===== src/rtl/inst_axi_bridge_if.sv =====
// Bus bundles for inst_axi_bridge: fetch-side request/response and AXI4 read channels.
// inst_buserr exists only when INST_BUS_ERR_EN is defined.
interface inst_fetch_if;
  logic        inst_req;
  logic        inst_cache;
  logic [31:0] inst_addr;
  logic        inst_addr_ok;
  logic        inst_cancel;
  logic        inst_data_ok;
  logic [31:0] inst_rdata;
`ifdef INST_BUS_ERR_EN
  logic        inst_buserr;

  modport master (
    output inst_req, inst_cache, inst_addr, inst_cancel,
    input  inst_addr_ok, inst_data_ok, inst_rdata, inst_buserr
  );
  modport slave (
    input  inst_req, inst_cache, inst_addr, inst_cancel,
    output inst_addr_ok, inst_data_ok, inst_rdata, inst_buserr
  );
`else
  modport master (
    output inst_req, inst_cache, inst_addr, inst_cancel,
    input  inst_addr_ok, inst_data_ok, inst_rdata
  );
  modport slave (
    input  inst_req, inst_cache, inst_addr, inst_cancel,
    output inst_addr_ok, inst_data_ok, inst_rdata
  );
`endif
endinterface

interface axi_rd_if;
  logic [3:0]  arid;
  logic [31:0] araddr;
  logic [7:0]  arlen;
  logic [2:0]  arsize;
  logic [1:0]  arburst;
  logic [3:0]  arcache;
  logic        arvalid;
  logic        arready;
  logic [3:0]  rid;
  logic [31:0] rdata;
  logic [1:0]  rresp;
  logic        rlast;
  logic        rvalid;
  logic        rready;

  modport master (
    output arid, araddr, arlen, arsize, arburst, arcache, arvalid, rready,
    input  arready, rid, rdata, rresp, rlast, rvalid
  );
  modport slave (
    input  arid, araddr, arlen, arsize, arburst, arcache, arvalid, rready,
    output arready, rid, rdata, rresp, rlast, rvalid
  );
endinterface


===== src/rtl/inst_axi_bridge.sv =====
// Fetch-request to AXI4 single-beat read bridge with in-order return and flush discard.
// Optional INST_BUS_ERR_EN adds inst_buserr, reporting rresp[1] of delivered beats.
module inst_axi_bridge #(
  parameter int          MAX_OUT  = 4,
  parameter logic [3:0]  ARID_VAL = 4'd0
) (
  input  logic          clk,
  input  logic          reset,
  inst_fetch_if.slave   inst,
  axi_rd_if.master      axi
);

  localparam logic [3:0] MAX_OUT_C = 4'(MAX_OUT);

  logic [3:0] out_cnt;
  logic [3:0] drop_cnt;
  logic       accept;
  logic       ar_hs;
  logic       r_hs;
  logic       deliver;
  logic       unused_bits;

  assign ar_hs   = axi.arvalid && axi.arready;
  assign r_hs    = axi.rvalid && axi.rlast;
  assign deliver = r_hs && (drop_cnt == 4'd0);
  assign accept  = inst.inst_req && !inst.inst_cancel &&
                   (out_cnt < MAX_OUT_C) && (!axi.arvalid || axi.arready);

  assign inst.inst_addr_ok = accept;

  assign axi.arid    = ARID_VAL;
  assign axi.arlen   = 8'd0;
  assign axi.arsize  = 3'd2;
  assign axi.arburst = 2'b01;
  assign axi.rready  = 1'b1;

  assign unused_bits = ^{axi.rid, axi.rresp};

  // A new accept may reload the AR slot in the same cycle the old request handshakes.
  always_ff @(posedge clk) begin
    if (reset) begin
      axi.arvalid <= 1'b0;
      axi.araddr  <= 32'd0;
      axi.arcache <= 4'd0;
    end else if (accept) begin
      axi.arvalid <= 1'b1;
      axi.araddr  <= inst.inst_addr;
      axi.arcache <= inst.inst_cache ? 4'b1111 : 4'b0000;
    end else if (ar_hs) begin
      axi.arvalid <= 1'b0;
    end
  end

  always_ff @(posedge clk) begin
    if (reset) begin
      out_cnt <= 4'd0;
    end else if (accept && !r_hs) begin
      out_cnt <= out_cnt + 4'd1;
    end else if (!accept && r_hs && out_cnt != 4'd0) begin
      out_cnt <= out_cnt - 4'd1;
    end
  end

  // On a flush everything still outstanding after this cycle's return becomes a drop,
  // which already includes any older drops, so the count is rebuilt rather than added.
  always_ff @(posedge clk) begin
    if (reset) begin
      drop_cnt <= 4'd0;
    end else if (inst.inst_cancel) begin
      drop_cnt <= (r_hs && out_cnt != 4'd0) ? out_cnt - 4'd1 : out_cnt;
    end else if (r_hs && drop_cnt != 4'd0) begin
      drop_cnt <= drop_cnt - 4'd1;
    end
  end

  always_ff @(posedge clk) begin
    if (reset) begin
      inst.inst_data_ok <= 1'b0;
      inst.inst_rdata   <= 32'd0;
    end else begin
      inst.inst_data_ok <= deliver;
      if (deliver) begin
        inst.inst_rdata <= axi.rdata;
      end
    end
  end

`ifdef INST_BUS_ERR_EN
  always_ff @(posedge clk) begin
    if (reset) begin
      inst.inst_buserr <= 1'b0;
    end else begin
      inst.inst_buserr <= deliver && axi.rresp[1];
    end
  end
`endif

endmodule

===== src/flat_wrapper.sv =====
// flat-port wrapper written by rule: the top's interface ports become plain ports
module inst_axi_bridge_flat 
#(
  parameter int          MAX_OUT  = 4,
  parameter logic [3:0]  ARID_VAL = 4'd0
)
  (clk, reset, inst_inst_req, inst_inst_cache, inst_inst_addr, inst_inst_cancel, inst_inst_addr_ok, inst_inst_data_ok, inst_inst_rdata, axi_arid, axi_araddr, axi_arlen, axi_arsize, axi_arburst, axi_arcache, axi_arvalid, axi_rready, axi_arready, axi_rid, axi_rdata, axi_rresp, axi_rlast, axi_rvalid);
  inst_fetch_if inst_i ();
  axi_rd_if axi_i ();
  input  logic clk;
  input  logic reset;
  input wire logic [$bits(inst_i.inst_req)-1:0] inst_inst_req;
  input wire logic [$bits(inst_i.inst_cache)-1:0] inst_inst_cache;
  input wire logic [$bits(inst_i.inst_addr)-1:0] inst_inst_addr;
  input wire logic [$bits(inst_i.inst_cancel)-1:0] inst_inst_cancel;
  output wire logic [$bits(inst_i.inst_addr_ok)-1:0] inst_inst_addr_ok;
  output wire logic [$bits(inst_i.inst_data_ok)-1:0] inst_inst_data_ok;
  output wire logic [$bits(inst_i.inst_rdata)-1:0] inst_inst_rdata;
  output wire logic [$bits(axi_i.arid)-1:0] axi_arid;
  output wire logic [$bits(axi_i.araddr)-1:0] axi_araddr;
  output wire logic [$bits(axi_i.arlen)-1:0] axi_arlen;
  output wire logic [$bits(axi_i.arsize)-1:0] axi_arsize;
  output wire logic [$bits(axi_i.arburst)-1:0] axi_arburst;
  output wire logic [$bits(axi_i.arcache)-1:0] axi_arcache;
  output wire logic [$bits(axi_i.arvalid)-1:0] axi_arvalid;
  output wire logic [$bits(axi_i.rready)-1:0] axi_rready;
  input wire logic [$bits(axi_i.arready)-1:0] axi_arready;
  input wire logic [$bits(axi_i.rid)-1:0] axi_rid;
  input wire logic [$bits(axi_i.rdata)-1:0] axi_rdata;
  input wire logic [$bits(axi_i.rresp)-1:0] axi_rresp;
  input wire logic [$bits(axi_i.rlast)-1:0] axi_rlast;
  input wire logic [$bits(axi_i.rvalid)-1:0] axi_rvalid;
  assign inst_i.inst_req = inst_inst_req;
  assign inst_i.inst_cache = inst_inst_cache;
  assign inst_i.inst_addr = inst_inst_addr;
  assign inst_i.inst_cancel = inst_inst_cancel;
  assign inst_inst_addr_ok = inst_i.inst_addr_ok;
  assign inst_inst_data_ok = inst_i.inst_data_ok;
  assign inst_inst_rdata = inst_i.inst_rdata;
  assign axi_arid = axi_i.arid;
  assign axi_araddr = axi_i.araddr;
  assign axi_arlen = axi_i.arlen;
  assign axi_arsize = axi_i.arsize;
  assign axi_arburst = axi_i.arburst;
  assign axi_arcache = axi_i.arcache;
  assign axi_arvalid = axi_i.arvalid;
  assign axi_rready = axi_i.rready;
  assign axi_i.arready = axi_arready;
  assign axi_i.rid = axi_rid;
  assign axi_i.rdata = axi_rdata;
  assign axi_i.rresp = axi_rresp;
  assign axi_i.rlast = axi_rlast;
  assign axi_i.rvalid = axi_rvalid;
  inst_axi_bridge #(.MAX_OUT(MAX_OUT), .ARID_VAL(ARID_VAL)) u_core (.clk(clk), .reset(reset), .inst(inst_i), .axi(axi_i));
endmodule

===== config.mk =====
export PLATFORM = sky130hd
export DESIGN_NAME = inst_axi_bridge_flat
export DESIGN_NICKNAME = d
export VERILOG_FILES = /design/src/rtl/inst_axi_bridge_if.sv /design/src/rtl/inst_axi_bridge.sv /design/src/flat_wrapper.sv
export SDC_FILE = /design/constraint.sdc
export NUM_CORES = 1
export LEC_CHECK = 0
export ABC_CLOCK_PERIOD_IN_PS = 1600
export CORE_MARGIN = 1
export CORE_UTILIZATION = 30
export CTS_CLUSTER_DIAMETER = 150
export CTS_CLUSTER_SIZE = 30
export DETAILED_ROUTE_END_ITERATION = 16
export PLACE_DENSITY = 0.7
export SKIP_LAST_GASP = 1
export SLEW_MARGIN = 20
export SYNTH_ARGS = -nofsm -noshare
export SYNTH_HDL_FRONTEND = slang
export SYNTH_SLANG_ARGS = --single-unit

===== constraint.sdc =====
create_clock -name clk -period 1.6 [get_ports clk]
set_input_delay 0.16 -clock clk [delete_from_list [all_inputs] [get_ports clk]]
set_output_delay 0.16 -clock clk [all_outputs]
set_load 0.005 [all_outputs]

Word level (Yosys, flattened, before mapping)
Cells that the tools add are included.
- $add $sub $neg: 3
- magnitude comparators: 1
- reduce and logical (&&, ||, !) cells: 22
- mux-type cells: 8
- operators by type and width (cell ; count):
    $mux 4 ; 6
    $logic_and 1x1->1 ; 11
    $reduce_bool 4->1 ; 2
    $sub 4x1->4 const B ; 2
    $reduce_bool 2->1 ; 3
    $add 4x1->4 const B ; 1
    $logic_not 1->1 ; 4
    $logic_not 4->1 ; 1
    $lt 4x3->1 const B ; 1
    $mux 1 ; 2
    $logic_or 1x1->1 ; 1
- output and inout bits: 89
- bits in registers: 78

Depth between registers and ports, before layout
Gate-level depths: netlist (run 1).
- word-level depth: 9
- depth in mapped cells: 8

Least setup slack after synthesis (run 1)
No wires, ideal clock.
- path kind: register -> register
- from: register u_core.drop_cnt[0]
- to: register u_core.inst.inst_rdata[10]
- buffers on the path: 1
- cell stages (with the launch flop): 8
- path slack: 0.136 ns
- required time: 1.468 ns
- arrival: 1.332 ns
- cell sequence: dfxtp_1 -> inv_1 -> ha_1 -> nor3b_1 -> nand3_1 -> clkbuf_1 -> nand2_1 -> a21oi_1
- word-level cells in the longest chain between the ends: 2
- RTL lines (item ; line ; text):
    start, declared ; inst_axi_bridge.sv:16 ; logic [3:0] drop_cnt;
    start signal, assigned ; inst_axi_bridge.sv:70 ; drop_cnt <= (r_hs && out_cnt != 4'd0) ? out_cnt - 4'd1 : out_cnt;
    start signal, assigned ; inst_axi_bridge.sv:72 ; drop_cnt <= drop_cnt - 4'd1;
    $logic_not 4->1 ; inst_axi_bridge.sv:25 ; assign deliver = r_hs && (drop_cnt == 4'd0);
    $logic_and 1x1->1 ; inst_axi_bridge.sv:25 ;
    end signal, assigned ; inst_axi_bridge.sv:83 ; inst.inst_rdata <= axi.rdata;
    end, declared ; inst_axi_bridge_if.sv:29 ; output inst_addr_ok, inst_data_ok, inst_rdata
No other way between the ends.
A chain may end at the register's enable or synchronous reset.

Final worst setup path (run 1)
- from: register u_core.out_cnt[3]
- to: register u_core.out_cnt[0]
- word-level cells in the longest chain between the ends: 7
- elaborated cells on any way between the ends: 10
- RTL lines (item ; line ; text):
    start, declared ; inst_axi_bridge.sv:15 ; logic [3:0] out_cnt;
    start signal, assigned ; inst_axi_bridge.sv:58 ; out_cnt <= out_cnt + 4'd1;
    start signal, assigned ; inst_axi_bridge.sv:60 ; out_cnt <= out_cnt - 4'd1;
    $lt 4x3->1 ; inst_axi_bridge.sv:27 ; (out_cnt < MAX_OUT_C) && (!axi.arvalid || axi.arready);
    $logic_and 1x1->1 ; inst_axi_bridge.sv:26 ; assign accept = inst.inst_req && !inst.inst_cancel &&
    $logic_and 1x1->1 ; inst_axi_bridge.sv:27 ;
    $logic_not 1->1 ; inst_axi_bridge.sv:59 ; end else if (!accept && r_hs && out_cnt != 4'd0) begin
    $logic_and 1x1->1 (2 in series) ; inst_axi_bridge.sv:59 ;
    $reduce_bool 2->1 (no line) ; n/a ;
Several ways; a longest one is shown, not always the timed one.

==> impl_results.md, run 1 <==
* Status: finished, violations left
* Failing checks: negative setup slack
* Root Driver: clkbuf_8
* Final Setup Violations at 1
* Fin util at 51.3%
* Worst hold path class: input pin to flop
* Setup WS post-layout at -14.6 ps
* Placed instance area at 4560 um2
* Hold depth at 2
* Post-Synth Adder-Cell Area at 1.27%
* Final Cycle Share at 101%
* Crit-path max FO at 4
* Max transition margin at 65.9%
* Clock sink count at 75
* Routability cong. at 0.768
* Most frequent cells in the layout: clkdlybuf4s50_1, nand2_1, dfxtp_1
* Reg2reg path depth at 6
* FF+latch count, synth at 75
* PwrDens at 993 nW/um2
* Slew @ Worst Pin at 511 ps
* Clock Tree Buf Depth at 2
* Initial Utilization at 31.5%
* Final Slew Violations at 0
* Ys async rst share at 0%
* N_diodes at 0
* RSZ-0062 raised after global routing: yes
* Combinational family with the most area after synthesis: simple AND/OR/NAND/NOR gates
* First DRT Iteration DRCs at 65
* Area added between synthesis and finish at 62.8%
* HP Start: reset
* Critical path arrival at 1840 ps
* Total track usage at 15.7%
* Wirelength per Cell at 12.1 um
* Gr ovfl total at 0
* Yosys cell types at 36
* Crit. End Element: flop
* Setup CP Type: flop to flop
* Die W at 101 um
* Final wirelength at 7.93 mm
* Via density at 4.38
* Synth Instances at 371
* First-pass GRT wire length at 12.6 mm
* # rows at 35
* RR Startpoint: u_core.out_cnt[3]$_SDFFE_PP0P_
* Worst slack, placed at -232 ps
* Core box area at 9420 um2
* Leakage power at 1.78 nW
* Post-DP HPWL at 5.65 mm
* RR Endpoint: u_core.out_cnt[0]$_SDFFE_PP0P_
* Vias in the first global route at 2723
* CTS tree: built
* Post-synthesis mux area share at 1.52%
* Simple-gate portion of the synthesized area at 21.7%
* Clock-pin slew on the worst setup and hold paths at 70 ps
* Final #Nets at 601
* Hold Path Sink: u_core.axi.arvalid$_SDFFE_PP0P_
* Maximum vdd ir drop at 0.471 mV
* Largest net degree at the start of global routing at 51
* Startpoint types: flop
* Post-synth EDFFs at 0
* Flop-to-flop setup slack at -10 ps
* Max Freq at 619 MHz
* Vias at 2862
* Synthesized area per cell at 8.00 um2
* Ys flop type: dfxtp_1
* H-tree level count at 3
* IO Pins at 167
* Die H at 101 um
* Synth Area in XOR/XNOR at 0.590%
* Worst Clk Skew at 8.11 ps
* Setup_tns at -14.6 ps
* Compound-Gate Fraction of Synth Area at 14.7%
* Final instance area at 4830 um2
* Fraction of layout cells with a size suffix above 1 at 9.92%
* Antenna viol nets, final at 0
* Post-Syn Area at 2970 um2
* Die Area at 10300 um2
* Max cap viols at 0
* Clk Latency, worst-skew pair at 340 ps
* # DRC at 0
* Commonest non-fill, non-tap cell in the layout: clkdlybuf4s50_1
* Min cycle time layout at 1610 ps
* Yosys warnings at 0
* Antenna violations before repair at 0
* Sequential share of the synthesized area at 50.6%
* I/O Buffers at 142
* Endpoints failing hold at 0
* Pre-antenna DRT Iters at 4
* Overall Power at 4.80 mW
* WP data required at 1820 ps
* Cts bufs inserted at 9
Yosys cell counts, types with 2 or more instances:
library cell	count	area share, %
clkbuf_1	13	1.6
ha_1	3	1.3
nor3b_1	3	0.76
conb_1	2	0.25
xnor2_1	2	0.59
a21oi_1	68	11
nor2b_1	2	0.42
buf_2	4	0.67
inv_1	5	0.63
nand2_1	131	17
buf_4	24	6.1
dfxtp_1	75	51
a211oi_1	2	0.51
o22ai_1	2	0.42
nand3_1	5	0.84
nor2_1	7	0.89
nand2b_1	2	0.42
mux2_1	3	1.1
worst max path at each step:
stage	cells after the start	slack, ps	to	startpoint
after CTS	6	-8	u_core.out_cnt[0]$_SDFFE_PP0P_	u_core.out_cnt[2]$_SDFFE_PP0P_
after floorplan	7	140	u_core.inst.inst_rdata[10]$_SDFFE_PP0P_	u_core.drop_cnt[0]$_SDFFE_PP0P_
after detailed placement	6	-230	u_core.out_cnt[0]$_SDFFE_PP0P_	inst_inst_cancel
final	6	-10	u_core.out_cnt[0]$_SDFFE_PP0P_	u_core.out_cnt[3]$_SDFFE_PP0P_
after global placement	5	-210	inst_inst_addr_ok	inst_inst_cancel
after global routing	6	-90	u_core.out_cnt[0]$_SDFFE_PP0P_	u_core.out_cnt[3]$_SDFFE_PP0P_
repair_timing:
item | 4_1_cts | 5_1_grt
buffers inserted | 1 | 0
pin swaps | 2 | 3
hold buffers | 0 | 0
setup endpoints to repair | 29 | 37
resized for setup | 5 | 10
worst max-delay path, cell delays in order (launching register included):
cell,delay [ps]
dfxtp_4,360
nor4b_4,320
nand2_2,120
buf_6,130
buf_6,110
a21boi_2,150
mux2_4,310
through the flow:
| step | hold WS [ps] | cells |
|---|---|---|
| 4_1_cts | 269 | 653 |
| 3_5_place_dp | 447 | 637 |
| 2_1_floorplan | 260 | 387 |
| 3_3_place_gp | 441 | 637 |
| 5_1_grt | 296 | 653 |
| 6_report | 280 | 653 |
routing by layer:
layer	GRT usage [%]	share of wire, %	up-vias
met5	0	0	-
met4	6.69	1.2	0
met3	6.35	9.8	8
met2	26.2	46	122
met1	17.7	43	1263
li1	-	-	1469
where the power goes:
| part | leakage, nW | switching (mW) | internal [mW] |
|---|---|---|---|
| logic | 1.06 | 0.468 | 0.647 |
| registers | 0.613 | 0.0904 | 2.01 |
| clock network | 0.108 | 0.672 | 0.907 |
cell families after synthesis:
| kind of cell | Yosys count |
|---|---|
| AND/OR/NAND/NOR | 156 |
| adder cells (fa/ha/maj) | 3 |
| multiplexers | 4 |
| buffers and inverters | 48 |
| XOR/XNOR | 2 |
| AO/OA/AOI/OAI | 81 |
| flip-flops | 75 |
| other | 2 |
flip-flops by register name, summed over array words and instances (netlist names):
register                  flops
u_core.inst.inst_data_ok      1
u_core.drop_cnt               4
u_core.out_cnt                4
u_core.axi.arcache            1
u_core.axi.araddr            32
u_core.axi.arvalid            1
u_core.inst.inst_rdata       32
layout make-up:
class,count,area (um2)
Clock buffer,10,138
Multi-Input combinational cell,264,1290
Tap cell,129,161
Timing Repair Buffer,164,1630
Clock inverter,5,77.6
Sequential cell,75,1510
Inverter,6,23.8
Fill cell,896,4590
Note: power is estimated with default switching activity, not from simulation.
==> inputs of run 2 (changes only) <==
Settings changed: CORE_MARGIN 1 to not set.
==> results of run 2 <==
The final DEF is identical to that of run 1; final timing and power are the same.
==> inputs of run 3 (changes only) <==
Settings changed: ABC_AREA set to 1, CELL_PAD_IN_SITES_DETAIL_PLACEMENT set to 0, CELL_PAD_IN_SITES_GLOBAL_PLACEMENT set to 2, CORE_UTILIZATION 30 to 20, PLACE_DENSITY 0.7 to 0.84.
==> run 3 against run 2 <==
The flow now finishes without violations. Largest power group is now the clock network. Final area is 5.8% higher. Die area is 56% higher. Critical endpoint is now u_core.out_cnt[3]$_SDFFE_PP0P_. Via count is 6.6% higher. Largest cell class unchanged. Utilization is 18 points lower. Sequential cell count stayed put. Total power is 20% higher. Global-route usage is 3.8 points lower. Worst hold slack worse by 13 ps. Setup slack better by 140 ps.
==> impl_results.md, run 3 <==
* Status: finished, final reports clean
* H-tree level count at 3
* Crit-path max FO at 5
* First-pass GRT wire length at 14.9 mm
* PwrDens at 1130 nW/um2
* Synthesized area per cell at 7.58 um2
* Via density at 4.08
* Buf/Inv on CP at 2
* Post-Syn Area at 3110 um2
* RSZ-0062 raised after global routing: no
* Fraction of layout cells with a size suffix above 1 at 8.21%
* Final Setup Violations at 0
* WP data required at 1820 ps
* Commonest non-fill, non-tap cell in the layout: clkdlybuf4s50_1
* Synth Instances at 410
* Core box area at 15200 um2
* Critical path arrival at 1700 ps
* Vias at 3051
* Final Cycle Share at 92.1%
* FF+latch count, synth at 75
* Cts bufs inserted at 9
* CTS tree: built
* Maximum vdd ir drop at 0.565 mV
* Yosys cell types at 25
* Antenna viol nets, final at 0
* Max cap viols at 0
* Hold-fix buffers, CTS at 0
* Hold depth at 2
* Endpoints failing hold at 0
* Fill cells at 1594
* Sequential share of the synthesized area at 48.3%
* Wirelength per Cell at 11.9 um
* Crit. path cell count at 8
* N_diodes at 0
* # DRC at 0
* Most frequent cells in the layout: clkdlybuf4s50_1, nand2_1, dfxtp_1
* Die H at 127 um
* Vias in the first global route at 3114
* I/O Buffers at 142
* Critical Path Max Stage Delay at 380 ps
* Total track usage at 11.9%
* Antenna violations before repair at 0
* Die Area at 16000 um2
* Largest area contributor in the netlist: dfxtp_1
* Ys flop type: dfxtp_1
* Min cycle time layout at 1470 ps
* Clock-pin slew on the worst setup and hold paths at 60 ps
* Most common cell in the netlist: nand2_1
* Routability cong. at 0.725
* Gr ovfl total at 0
* Ranking of synthesized cells by area: dfxtp_1, nand2_1, a21oi_1
* Leakage power at 1.97 nW
* Largest registers: u_core.axi.araddr: 32 flops, u_core.inst.inst_rdata: 32 flops
* Post-synth EDFFs at 0
* Post-synth top cells: nand2_1, dfxtp_1, a21oi_1, inv_1, o21ai_0
* Pre-antenna DRT Iters at 4
* # rows at 45
* Max Freq at 678 MHz
* Reg2reg path depth at 8
* Clock sink count at 75
* Crit. End Element: flop
* Yosys top cell area share at 48.3%
* Critical path's top delay family: simple AND/OR/NAND/NOR gates
* Ys async rst share at 0%
* Largest net degree at the start of global routing at 61
* Die W at 127 um
* Yosys warnings at 0
* Startpoint types: flop
* Post-DP HPWL at 6.22 mm
* IO Pins at 167
* Final wirelength at 8.88 mm
* Setup CP Type: flop to flop
* Root Driver: clkbuf_16
* Initial Utilization at 20.4%
* Fin util at 33.6%
* Worst Clk Skew at 3.10 ps
* Crit-path slowest cell: dfxtp_1
* Final Slew Violations at 0
* Final #Nets at 636
* First DRT Iteration DRCs at 110
* Overall Power at 5.76 mW
* Clk Latency, worst-skew pair at 330 ps
* Worst hold path class: input pin to flop
* Area added between synthesis and finish at 64.4%
* CP cell instances: inv_1 -> ha_1 -> a21oi_2 -> nand2_1 -> nand2_1 -> inv_2 -> nor2_1 -> nor2_1
* Clock Tree Buf Depth at 2
run 3: cell count changes in the layout (fill, tap and decap cells not counted), sizes merged, moves of 3 or more:
cell,delta
nand3,+6
nor2,+8
a21oi,+3
xor2,+3
buf,-6
nor3b,-3
o21ai,+34
mux2,-4
nand2,-33
inv,+42
run 3: final cells by class:
class,instances,area [um2],share of cell area (%)
repair buffers,159,1600,31.3
flip-flops and latches,75,1510,29.5
multi-input cells,262,1220,24.0
clock buffers,12,267,5.22
well taps,188,235,4.61
inverters,48,181,3.55
clock inverters,4,95.1,1.86
run 3: worst register-to-register path, cell delays in order (launching register included):
cell and delay, ps:
dfxtp_1 380, inv_1 110, ha_1 260, a21oi_2 170, nand2_1 120, nand2_1 120
inv_2 60, nor2_1 100, nor2_1 50
run 3: worst paths after layout:
kind                                                               from                                       to  slack [ps]
worst max register to register           u_core.out_cnt[0]$_SDFFE_PP0P_           u_core.out_cnt[3]$_SDFFE_PP0P_         130
worst max-delay path                     u_core.out_cnt[0]$_SDFFE_PP0P_           u_core.out_cnt[3]$_SDFFE_PP0P_         130
worst min register to register  u_core.inst.inst_rdata[15]$_SDFFE_PP0P_  u_core.inst.inst_rdata[15]$_SDFFE_PP0P_         440
worst min-delay path                                   inst_inst_cancel          u_core.drop_cnt[0]$_SDFFE_PP0P_         270
run 3: stage by stage:
stage	hold slack, ps	TNS (ps)	cell area, um2	setup slack [ps]	std cells
6_report	267	0	5110	126	748
5_1_grt	272	0	5110	6.35	748
4_1_cts	249	0	5100	107	748
3_5_place_dp	436	-503	4720	-102	730
3_3_place_gp	430	-142	4720	-84.9	730
2_1_floorplan	247	0	3170	263	426
run 3: metal layers:
metal	share of wire (%)	wire (um)	vias to the layer above	track usage [%]
met3	11	984	5	6.07
met2	43	3860	130	19.1
li1	-	-	1549	-
met5	0	0	-	0
met1	45	3980	1367	13.6
met4	0.60	53	0	3.83
run 3: cell families (layout without fill, tap and decap cells):
logic type,after synthesis,count (layout),share of synthesized area [%]
and+or+nand+nor,128,128,16.9
AOI/OAI and AO/OA,109,109,17.8
buffers and inverters,89,223,14.4
DFF,75,75,48.3
xor gates and xnor gates,4,4,1.13
adders and majority gates,3,3,1.21
other,2,18,0.242
run 3: timing repair:
item | CTS | global route
pin swaps | 2 | 0
setup buffers | 2 | 0
setup endpoints to repair | 1 | 1
gates resized for setup | 5 | 2
hold endpoints to repair | 0 | 0
run 3: power breakdown:
group	internal (mW)	switching, mW
clock	1.65	0.787
combinational	0.648	0.535
sequential	2.04	0.106
